<file path="config.mk">
export PLATFORM = sky130hd
export DESIGN_NAME = adc_spi_rd
export DESIGN_NICKNAME = d
export VERILOG_FILES = /design/src/rtl/adc_spi_rd.sv
export SDC_FILE = /design/constraint.sdc
export NUM_CORES = 1
export LEC_CHECK = 0
export BUFFER_PORTS_ARGS = -buffer_cell sky130_fd_sc_hd__buf_2
export CAP_MARGIN = 20
export CORE_MARGIN = 2
export CORE_UTILIZATION = 52
export DETAILED_ROUTE_END_ITERATION = 10
export PLACE_DENSITY = 0.84
export SETUP_SLACK_MARGIN = 0.3
export SYNTH_ARGS = -nofsm -noshare
export SYNTH_HDL_FRONTEND = slang
export SYNTH_SLANG_ARGS = --single-unit
</file>
<file path="constraint.sdc">
create_clock -name clk -period 2.3 [get_ports clk]
set_clock_uncertainty 0.05 [all_clocks]
set_input_delay 0 -clock clk [delete_from_list [all_inputs] [get_ports clk]]
set_output_delay 0 -clock clk [all_outputs]
set_load 0.01 [all_outputs]
</file>
<file path="src/rtl/adc_spi_rd.sv">
`timescale 1ns/1ps
// adc_spi_rd: SPI master that clocks one FRAME_BITS-long conversion out of an ADC and keeps the last 12 bits.
// Optional macro ADC_AVG4_EN: one request runs four frames and reports the truncated mean of the samples.
module adc_spi_rd #(
    parameter int CLK_DIV    = 2,
    parameter int FRAME_BITS = 16
) (
    input  logic        clk,
    input  logic        rst_n,
    input  logic        adc_go,
    output logic        adc_done,
    output logic        adc_busy,
    output logic [11:0] adc_data,
    output logic        adc_sclk,
    output logic        adc_cs_n,
    input  logic        adc_dout
);

    typedef enum logic [2:0] {
        IDLE  = 3'd0,
        SETUP = 3'd1,
        SHIFT = 3'd2,
        HOLD  = 3'd3,
        DONE  = 3'd4
    } state_t;

    localparam logic [7:0] HALF_LD  = 8'(CLK_DIV - 1);
    localparam logic [5:0] BIT_LAST = 6'(FRAME_BITS - 1);

    state_t                state_q, state_d;
    logic [7:0]            cnt_q, cnt_d;
    logic [5:0]            bit_q, bit_d;
    logic                  half_q, half_d;
    logic [FRAME_BITS-1:0] shreg_q, shreg_d;
    logic [11:0]           data_q, data_d;
    logic                  done_q, done_d;
    logic                  busy_q, busy_d;
    logic                  sclk_q, sclk_d;
    logic                  cs_n_q, cs_n_d;
    logic                  start_s;

`ifdef ADC_AVG4_EN
    logic [13:0]           acc_q, acc_d;
    logic [13:0]           sum_s;
    logic [1:0]            frame_q, frame_d;
    logic                  avg_run_q, avg_run_d;

    // Frames 2..4 of an averaging run start on their own after the gap cycle.
    assign start_s = adc_go | avg_run_q;
`else
    assign start_s = adc_go;
`endif

    // Next-state, counters, shift register and registered-output decode.
    always_comb begin
        state_d = state_q;
        cnt_d   = cnt_q;
        bit_d   = bit_q;
        half_d  = half_q;
        shreg_d = shreg_q;
        data_d  = data_q;
        done_d  = 1'b0;
`ifdef ADC_AVG4_EN
        acc_d     = acc_q;
        frame_d   = frame_q;
        avg_run_d = avg_run_q;
        sum_s     = acc_q + {2'b00, shreg_q[11:0]};
`endif
        case (state_q)
            IDLE: begin
                if (start_s) begin
                    state_d = SETUP;
                    cnt_d   = HALF_LD;
                end else begin
                    state_d = IDLE;
                end
            end
            SETUP: begin
                if (cnt_q == 8'd0) begin
                    state_d = SHIFT;
                    cnt_d   = HALF_LD;
                    half_d  = 1'b0;
                    bit_d   = 6'd0;
                end else begin
                    cnt_d = cnt_q - 8'd1;
                end
            end
            SHIFT: begin
                if (cnt_q == 8'd0) begin
                    cnt_d = HALF_LD;
                    if (!half_q) begin
                        // This edge raises SCLK, so it is also the sampling edge.
                        half_d  = 1'b1;
                        shreg_d = (shreg_q << 1) | {{(FRAME_BITS-1){1'b0}}, adc_dout};
                    end else if (bit_q == BIT_LAST) begin
                        state_d = HOLD;
                        half_d  = 1'b0;
                    end else begin
                        half_d = 1'b0;
                        bit_d  = bit_q + 6'd1;
                    end
                end else begin
                    cnt_d = cnt_q - 8'd1;
                end
            end
            HOLD: begin
                if (cnt_q == 8'd0) begin
                    state_d = DONE;
                end else begin
                    cnt_d = cnt_q - 8'd1;
                end
            end
            DONE: begin
                state_d = IDLE;
                cnt_d   = 8'd0;
                bit_d   = 6'd0;
`ifdef ADC_AVG4_EN
                if (frame_q == 2'd3) begin
                    data_d    = 12'(sum_s >> 2);
                    done_d    = 1'b1;
                    acc_d     = 14'd0;
                    frame_d   = 2'd0;
                    avg_run_d = 1'b0;
                end else begin
                    acc_d     = sum_s;
                    frame_d   = frame_q + 2'd1;
                    avg_run_d = 1'b1;
                end
`else
                data_d = shreg_q[11:0];
                done_d = 1'b1;
`endif
            end
            default: begin
                state_d = IDLE;
            end
        endcase

        sclk_d = ~((state_d == SHIFT) & ~half_d);
        cs_n_d = ~((state_d == SETUP) | (state_d == SHIFT));
`ifdef ADC_AVG4_EN
        busy_d = (state_d != IDLE) | avg_run_d;
`else
        busy_d = (state_d != IDLE);
`endif
    end

    // State and output registers with synchronous active-low reset.
    always_ff @(posedge clk) begin
        if (!rst_n) begin
            state_q   <= IDLE;
            cnt_q     <= 8'd0;
            bit_q     <= 6'd0;
            half_q    <= 1'b0;
            shreg_q   <= {FRAME_BITS{1'b0}};
            data_q    <= 12'd0;
            done_q    <= 1'b0;
            busy_q    <= 1'b0;
            sclk_q    <= 1'b1;
            cs_n_q    <= 1'b1;
`ifdef ADC_AVG4_EN
            acc_q     <= 14'd0;
            frame_q   <= 2'd0;
            avg_run_q <= 1'b0;
`endif
        end else begin
            state_q   <= state_d;
            cnt_q     <= cnt_d;
            bit_q     <= bit_d;
            half_q    <= half_d;
            shreg_q   <= shreg_d;
            data_q    <= data_d;
            done_q    <= done_d;
            busy_q    <= busy_d;
            sclk_q    <= sclk_d;
            cs_n_q    <= cs_n_d;
`ifdef ADC_AVG4_EN
            acc_q     <= acc_d;
            frame_q   <= frame_d;
            avg_run_q <= avg_run_d;
`endif
        end
    end

    assign adc_done = done_q;
    assign adc_busy = busy_q;
    assign adc_data = data_q;
    assign adc_sclk = sclk_q;
    assign adc_cs_n = cs_n_q;

endmodule

</file>
==> out/summary.md, run 1 <==
The routed via count was 1,791. The run gives 0 as the number of routed nets with antenna violations. Number of rows in the core area: 22.

The internal power was 1.70 mW. The routed wire length is 4400 um, and the initial DRC count is 127. The clock latency on the worst-skew pair was 310 ps; the effective utilization at floorplan was 55.5%. The wire-length estimate of the detail-placed layout is 2700 um. For this run, the top clock speed supported by timing is 492 MHz. The worst path buffer plus inverter count works out to 1.

Dividing the final minimum period by the clock period gives 88.3%. For the data arrival time of the critical path, the log shows 2180 ps. The worst-case IR drop observed on VDD is 0.876 mV. Using the TritonRoute via totals, the vias-per-cell ratio works out to 5.70. In this run the critical register-to-register path is captured at adc_sclk.

In this run, synthesis inferred 0 flip-flops with an integrated enable. The leakage power is 0.884 nW. The tools report the startpoint class of the critical path as a flip-flop. The first TritonRoute pass finished after 4 iterations. The flow ran to the end, and the final reports show no timing, DRC or antenna violations. Synthesis inferred 46 register bits. Setup violations remaining at the end of the flow were counted as 0. Yosys mapped the design onto 42 distinct sky130hd cell types. The leftover overflow at the end of global routing came out at 0. Setup TNS: 0 ps.

Net switching is 40.7% of the power. The number of non-filler instances in the completed layout was 314; the top fanout value on the critical path was 5. Number of max-capacitance violations reported: 0.

The clock network burns 17.8% of the power. The critical path is of the flip-flop to flip-flop type. Walking the worst path, the cells encountered are inv_2 > ha_4 > nor3b_4 > nand2_2 > ha_4 > nor3b_2 > a31oi_1 > o2bb2ai_1 > or4_1. The commonest cells after synthesis are sky130_fd_sc_hd__nand2_1 (56), sky130_fd_sc_hd__dfxtp_1 (46), sky130_fd_sc_hd__a21boi_0 (14). By instance count, the leading cell after synthesis is sky130_fd_sc_hd__nand2_1. Of the total power, combinational logic draws 44.5%. TritonCTS built the clock tree.

The total count of max-transition violations in the final report is 0, and the fraction of synthesis flops using an asynchronous set or reset pin is 0%. On the worst path, the slowest cell contributes a delay of 390 ps. The remaining routing DRC violations was 0.

The number of nets in the synthesized netlist is 251. For this design, the sink count on the clock tree is 46. Number of cells on the worst hold path: 3.

Compared with the post-synthesis result, the final layout area differs by 15.9%. The logs give 2410 sq um for the design area and 274 for the final layout net count. Type of the most critical hold path: input port to flip-flop. The worst hold path begins at adc_go. For this run, the number of Yosys warnings is 0. By area the synthesized netlist is led by sky130_fd_sc_hd__dfxtp_1 (44%), sky130_fd_sc_hd__nand2_1 (10%), sky130_fd_sc_hd__a21boi_0 (5.1%). Measured in cells, the most critical reg-to-reg path has a length of 9.

Setup repair after global routing could not meet its margin everywhere. The reg2reg setup slack was 270 ps. Each instance of the synthesized netlist takes up on average 8.59 sq um.

TritonCTS created 5 clock buffers. The repair_antennas step left the layout with diodes totalling 0. The time the final worst path needs with I/O delays and setup was 2030 ps.

Kind of end point of the critical path: a flip-flop. The run gives 2080 sq um as the post-synthesis instance area. The worst pin sits at a relative slew slack of 55.4%. The logs give 37.7% for the power share of the sequential group and 3740 sq um for the area of the core region. By instance count, the cell type seen most on the critical path is sky130_fd_sc_hd__ha_4. The logs give 2 for the maximum level of the CTS H-tree and 0 for the initial antenna violation count.

The logs give 44.3% for the register area share after synthesis and 4520 sq um for the overall die area. For the cell count after placement, the log shows 300. Number of hold violations in the final report: 0. Counting every instance in the synthesized netlist gives 242. The run gives 32 as the pin count of the biggest net entering global routing. For this run, the share of the core covered by cells in the final layout is 64.3%. The transition at the pin with the smallest max-transition slack was 667 ps. At the end of routability-driven placement, the weighted congestion stood at 0.765. On the critical path, the stage with the largest delay is an instance of sky130_fd_sc_hd__or4_1. The path with the worst hold slack has its endpoint at adc_busy. The first global-routing pass estimated 7410 um of wire. The count of buffers added on input and output ports is 19.

From left edge to right edge, the die measures 67.2 um. The startpoint identified for the worst register-to-register timing path is cnt_q[1]. The cell sitting at the root of the clock tree is a sky130_fd_sc_hd__clkbuf_8. The design draws 2.88 mW. The dominant delay contributor by cell family on the critical path is simple AND/OR/NAND/NOR gates. The number of global-route vias before repair was 1,622; the worst path required time was 2450 ps. For this design the ratio of total power to cell area is 1190 nW/um^2.

Once placement finished, the instance area stood at 2240 sq um. For the power dissipated by switching net loads, the log shows 1.17 mW. 20 I/O pins were placed. The share of post-route cells with drive strength above 1 works out to 21.4%. The synthesized design devotes to its leading area cell type 44.3% of total area. The run gives 21.5% as the overall global routing resource usage. The most used flip-flop cell after synthesis is sky130_fd_sc_hd__dfxtp_1. The wire length per cell works out to 14.0 um. The clock passes through at most 2 buffers. The height of the die came out at 67.2 um.

Library cell occupying the most area in the post-synthesis netlist: sky130_fd_sc_hd__dfxtp_1. Clock-pin slew was measured on the worst setup and hold paths at 100 ps.
## tightest hold or removal path: cells and delay by family
family / cells / cell delay [ps]
buffers and inverters: 1 / 100
and+or+nand+nor: 2 / 210
## stage by stage
step,hold slack [ps],setup slack (ps)
after floorplan,94.9,364
after global placement,204,310
after detailed placement,218,236
after CTS,1.91,307
after global routing,12.4,191
final,9.80,269
## cells in the final DEF, fill, tap and decap left out, drive strengths merged, types with 2 or more instances in the layout
cell and count:
or4 10, ha 5, buf 27, a21oi 12, o31ai 7, o21ai 7, nand4 3, clkinvlp 2
o211ai 4, nand3 8, or3 4, or3b 2, dfxtp 46, nor3b 3, nor3 4, a21boi 25
and2 2, and3 5, nand2 56, nor2 8, clkbuf 5, inv 8
## per-layer routing
layer,up-vias,track usage [%],routed length (um)
met4,0,7.91,86
met2,44,33.0,2030
li1,905,-,-
met5,-,0,0
met1,831,29.0,2100
met3,11,5.67,185
## kinds of logic (layout without fill, tap and decap cells)
family	count (synthesis)	count (layout)	share of synthesized area, %
flops	46	46	44.3
xor+xnor	1	1	0.422
simple gates	109	110	27.3
fa+ha+maj	5	5	3.01
compound gates	61	61	20.5
buf+inv	20	43	4.46
## sequential cells by signal (all words and copies together), names as in the netlist
register  cells
adc_data     12
half_q        1
shreg_q      12
state_q       3
adc_done      1
cnt_q         8
adc_cs_n      1
bit_q         6
adc_sclk      1
adc_busy      1
## what timing repair did
action                                  4_1_cts  5_1_grt
endpoints found under the hold margin         1        0
hold buffers                                  1        0
pin swaps                                     0        2
endpoints found under the setup margin       13       17
cloned                                        0        1
resized for setup                             1        7
buffers inserted                              1        3
## power by group through the flow
| stage | sequential [mW] | clock [mW] | combinational [mW] |
|---|---|---|---|
| after detailed placement | 1.08 | 0 | 1.05 |
| after CTS | 1.06 | 0.515 | 1.11 |
| after floorplan | 1.03 | 0 | 0.864 |
| final | 1.08 | 0.512 | 1.28 |
| after global placement | 1.08 | 0 | 1.01 |
| after global routing | 1.10 | 0.554 | 1.40 |
## how the worst max path moves through the flow
stage                        start          to  slack, ps  cells after the start
after floorplan           cnt_q[1]    adc_sclk        360                      9
after global placement    cnt_q[0]    adc_sclk        310                      9
after detailed placement  cnt_q[0]  shreg_q[6]        240                      9
after CTS                 cnt_q[0]    adc_sclk        310                      9
after global routing      cnt_q[1]    adc_sclk        190                      9
final                     cnt_q[1]    adc_sclk        270                      9
## final cells by class
cell class	count	area, sq um
Timing Repair Buffer	28	165
Clock inverter	3	23.8
Sequential cell	46	925
Fill cell	309	1340
Inverter	7	26.3
Multi-Input combinational cell	177	1140
Clock buffer	5	68.8
Tap cell	48	60.1
No activity file was read; power rests on OpenSTA's default activity.
==> run 2: changes to the inputs <==
--- a/config.mk
+++ b/config.mk
@@ -8,9 +8,10 @@
 export BUFFER_PORTS_ARGS = -buffer_cell sky130_fd_sc_hd__buf_2
 export CAP_MARGIN = 20
 export CORE_MARGIN = 2
-export CORE_UTILIZATION = 52
+export CORE_UTILIZATION = 62
 export DETAILED_ROUTE_END_ITERATION = 10
-export PLACE_DENSITY = 0.84
+export PLACE_DENSITY = 0.93
+export RECOVER_POWER = 25
 export SETUP_SLACK_MARGIN = 0.3
 export SYNTH_ARGS = -nofsm -noshare
 export SYNTH_HDL_FRONTEND = slang
==> constraint.sdc (replaced) <==
create_clock -name clk -period 2.55 [get_ports clk]
set_clock_uncertainty 0.05 [all_clocks]
set_input_delay 0 -clock clk [delete_from_list [all_inputs] [get_ports clk]]
set_output_delay 0 -clock clk [all_outputs]
set_load 0.01 [all_outputs]
==> out/summary.md, run 2 (same netlist as run 1, synthesis figures left out) <==
The share of post-route cells with drive strength above 1 is 12.8% (-8.6 points), and the leakage power is 0.808 nW (-8.7%). For the overall die area, the log shows 3830 sq um (-15%). The tools report the remaining routing DRC violations as 0 (unchanged). The routed wire length was 4060 um (-7.7%). Cell area power density: 1030 nW/um^2 (-14%).

The run gives 32 (unchanged) as the pin count of the biggest net entering global routing. Setup repair after global routing left no endpoint under its margin. The time the final worst path needs with I/O delays and setup came out at 2130 ps (+95.4 ps). The number of input and output port buffers inserted is 19 (unchanged), and the data arrival time of the critical path is 2330 ps (+150 ps). The fraction of the cycle the final worst path needs was 83.4% (-4.9 points).

The run gives 273 (-0.36%) as the final layout net count. The logs give 164 (+29%) for the initial DRC count and 3280 sq um (-12%) for the area of the core region. The startpoint class of the critical path was a flip-flop. The wire length per cell is 13.0 um (-6.8%), and the leftover overflow at the end of global routing is 0 (unchanged). In the layout the commonest cells are sky130_fd_sc_hd__nand2_1 (55), sky130_fd_sc_hd__dfxtp_1 (43), sky130_fd_sc_hd__clkbuf_1 (15), sky130_fd_sc_hd__a21boi_0 (14). For the maximum level of the CTS H-tree, the log shows 2 (unchanged). The tools report the number of non-filler instances in the completed layout as 311 (-0.96%). Final-layout worst hold slack: 50.4 ps (+40.6 ps). The total count of max-transition violations in the final report is 0 (unchanged). The maximum number of buffers from clock root to sink came out at 2 (unchanged).

The routed via count divided by cell count works out to 5.83 (+2.2%). The tools report the initial antenna violation count as 0 (unchanged). For the wire length of the first global-routing pass, the log shows 6310 um (-15%). The tools report the number of hold violations in the final report as 0 (unchanged).

For the clock latency on the worst-skew pair, the log shows 360 ps (+50 ps). The height of the die works out to 61.9 um (-7.9%). For the final-report setup violation count, the log shows 0 (unchanged). The tools report the detailed-routing iteration count for the pre-antenna-repair pass as 4 (unchanged). The number of rows in the core area was 21 (-4.5%). Leaving out fill and tap cells, the most frequent cell in the layout is sky130_fd_sc_hd__nand2_1. The horizontal die dimension is 61.9 um (-7.9%), and the number of global-route vias before repair is 1,470 (-9.4%). The number of routed nets with antenna violations was 0 (unchanged).

The run gives 70.3% (+6.0 points) as the final core area utilization. For the overall global routing resource usage, the log shows 22.0% (+0.49 points). The layout overhead on the synthesized area came out at 11.1%. The tools report the number of clock buffers inserted by TritonCTS as 5 (unchanged). The cell sitting at the root of the clock tree is a sky130_fd_sc_hd__clkbuf_4.

For the headroom to the max-slew limit, the log shows 60.0% (+4.6 points). The transition at the pin with the smallest max-transition slack is 598 ps (-68.6 ps). The run finished with clean final reports.

For the cell count after placement, the log shows 297 (-1.0%). STA classifies the critical path endpoint as a flip-flop. For the top achievable clock speed, the log shows 470 MHz (-4.5%).

The diode insertion count for antenna repair was 0 (unchanged); the clock transition at the registers of the reported paths was 140 ps (+40 ps). The type of the most critical hold path was input port to flip-flop. For the top-level I/O count, the log shows 20 (unchanged). The logs give 0.849 (+11%) for the final RePlAce weighted congestion and 1,813 (+1.2%) for the routed via count. TritonCTS built the clock tree. The run gives 2750 ps (+300 ps) as the worst path required time.

The run gives 46 (unchanged) as the TritonCTS sink count. The half-perimeter wire length after placement is 2620 um (-2.7%), and the top fanout value on the critical path is 6 (+1). The number of max-capacitance violations reported was 0 (unchanged); the peak supply drop was 0.513 mV (-41%). The logs give 0 ps (unchanged) for the setup TNS and 63.3% (+7.8 points) for the effective utilization at floorplan. The worst setup path is of the flip-flop to flip-flop kind.
==> run 2: cell types whose count changed in the layout (fill, tap and decap cells not counted), moves of 5 or more <==
cell	before	now
sky130_fd_sc_hd__clkbuf_1	0	15
sky130_fd_sc_hd__clkbuf_8	5	0
sky130_fd_sc_hd__buf_2	19	4
sky130_fd_sc_hd__clkbuf_4	0	5
==> run 2: where the power goes <==
group / leakage [nW] / switching [mW] / internal, mW / total [mW]
clock: 0.0312 / 0.235 / 0.107 / 0.343
sequential: 0.374 / 0.140 / 0.820 / 0.960
combinational: 0.403 / 0.576 / 0.489 / 1.07
==> run 2: worst paths after layout <==
check	start	endpoint	slack (ps)	depth (start not counted)
worst max-delay path	cnt_q[3]	adc_sclk	420	7
worst min-delay path	rst_n	shreg_q[10]	50	2
worst max register to register	cnt_q[3]	adc_sclk	420	7
worst min register to register	adc_data[6]	adc_data[6]	410	2
==> run 2: repair_timing <==
item,4_1_cts,5_1_grt
hold buffers,2,0
setup endpoints to repair,1,13
resized for setup,2,6
pin swaps,0,4
hold endpoints to repair,3,0
buffers inserted,1,3
==> run 2: worst max-delay path: stages (launching register included) <==
cell and delay (ps):
sky130_fd_sc_hd__dfxtp_1 390, sky130_fd_sc_hd__nor4_4 380, sky130_fd_sc_hd__nand2_2 170, sky130_fd_sc_hd__ha_4 300, sky130_fd_sc_hd__nor3b_1 50, sky130_fd_sc_hd__a31oi_1 180
sky130_fd_sc_hd__o2bb2ai_1 100, sky130_fd_sc_hd__or4_1 410
==> run 2: final cells by class <==
class / instances / area [sq um]
repair buffers: 28 / 149
clock inverters: 3 / 21.3
well taps: 46 / 57.6
inverters: 7 / 26.3
flip-flops and latches: 46 / 925
clock buffers: 5 / 37.5
multi-input cells: 176 / 1090
fillers: 241 / 975
==> run 2: metrics by stage <==
stage	instance area [sq um]	power [mW]	setup WS, ps
finish	2310	2.37	424
global route	2310	2.53	308
CTS	2290	2.19	300
detailed placement	2190	1.79	216
global placement	2190	1.76	309
floorplan	2080	1.64	397
==> run 2: per-layer routing <==
layer  wire [um]  GRT usage, %  vias up
li1            -             -      897
met1        1880          28.6      847
met2        1880          35.2       57
met3         188          4.97       12
met4         106          9.12        0
met5           0             0        -
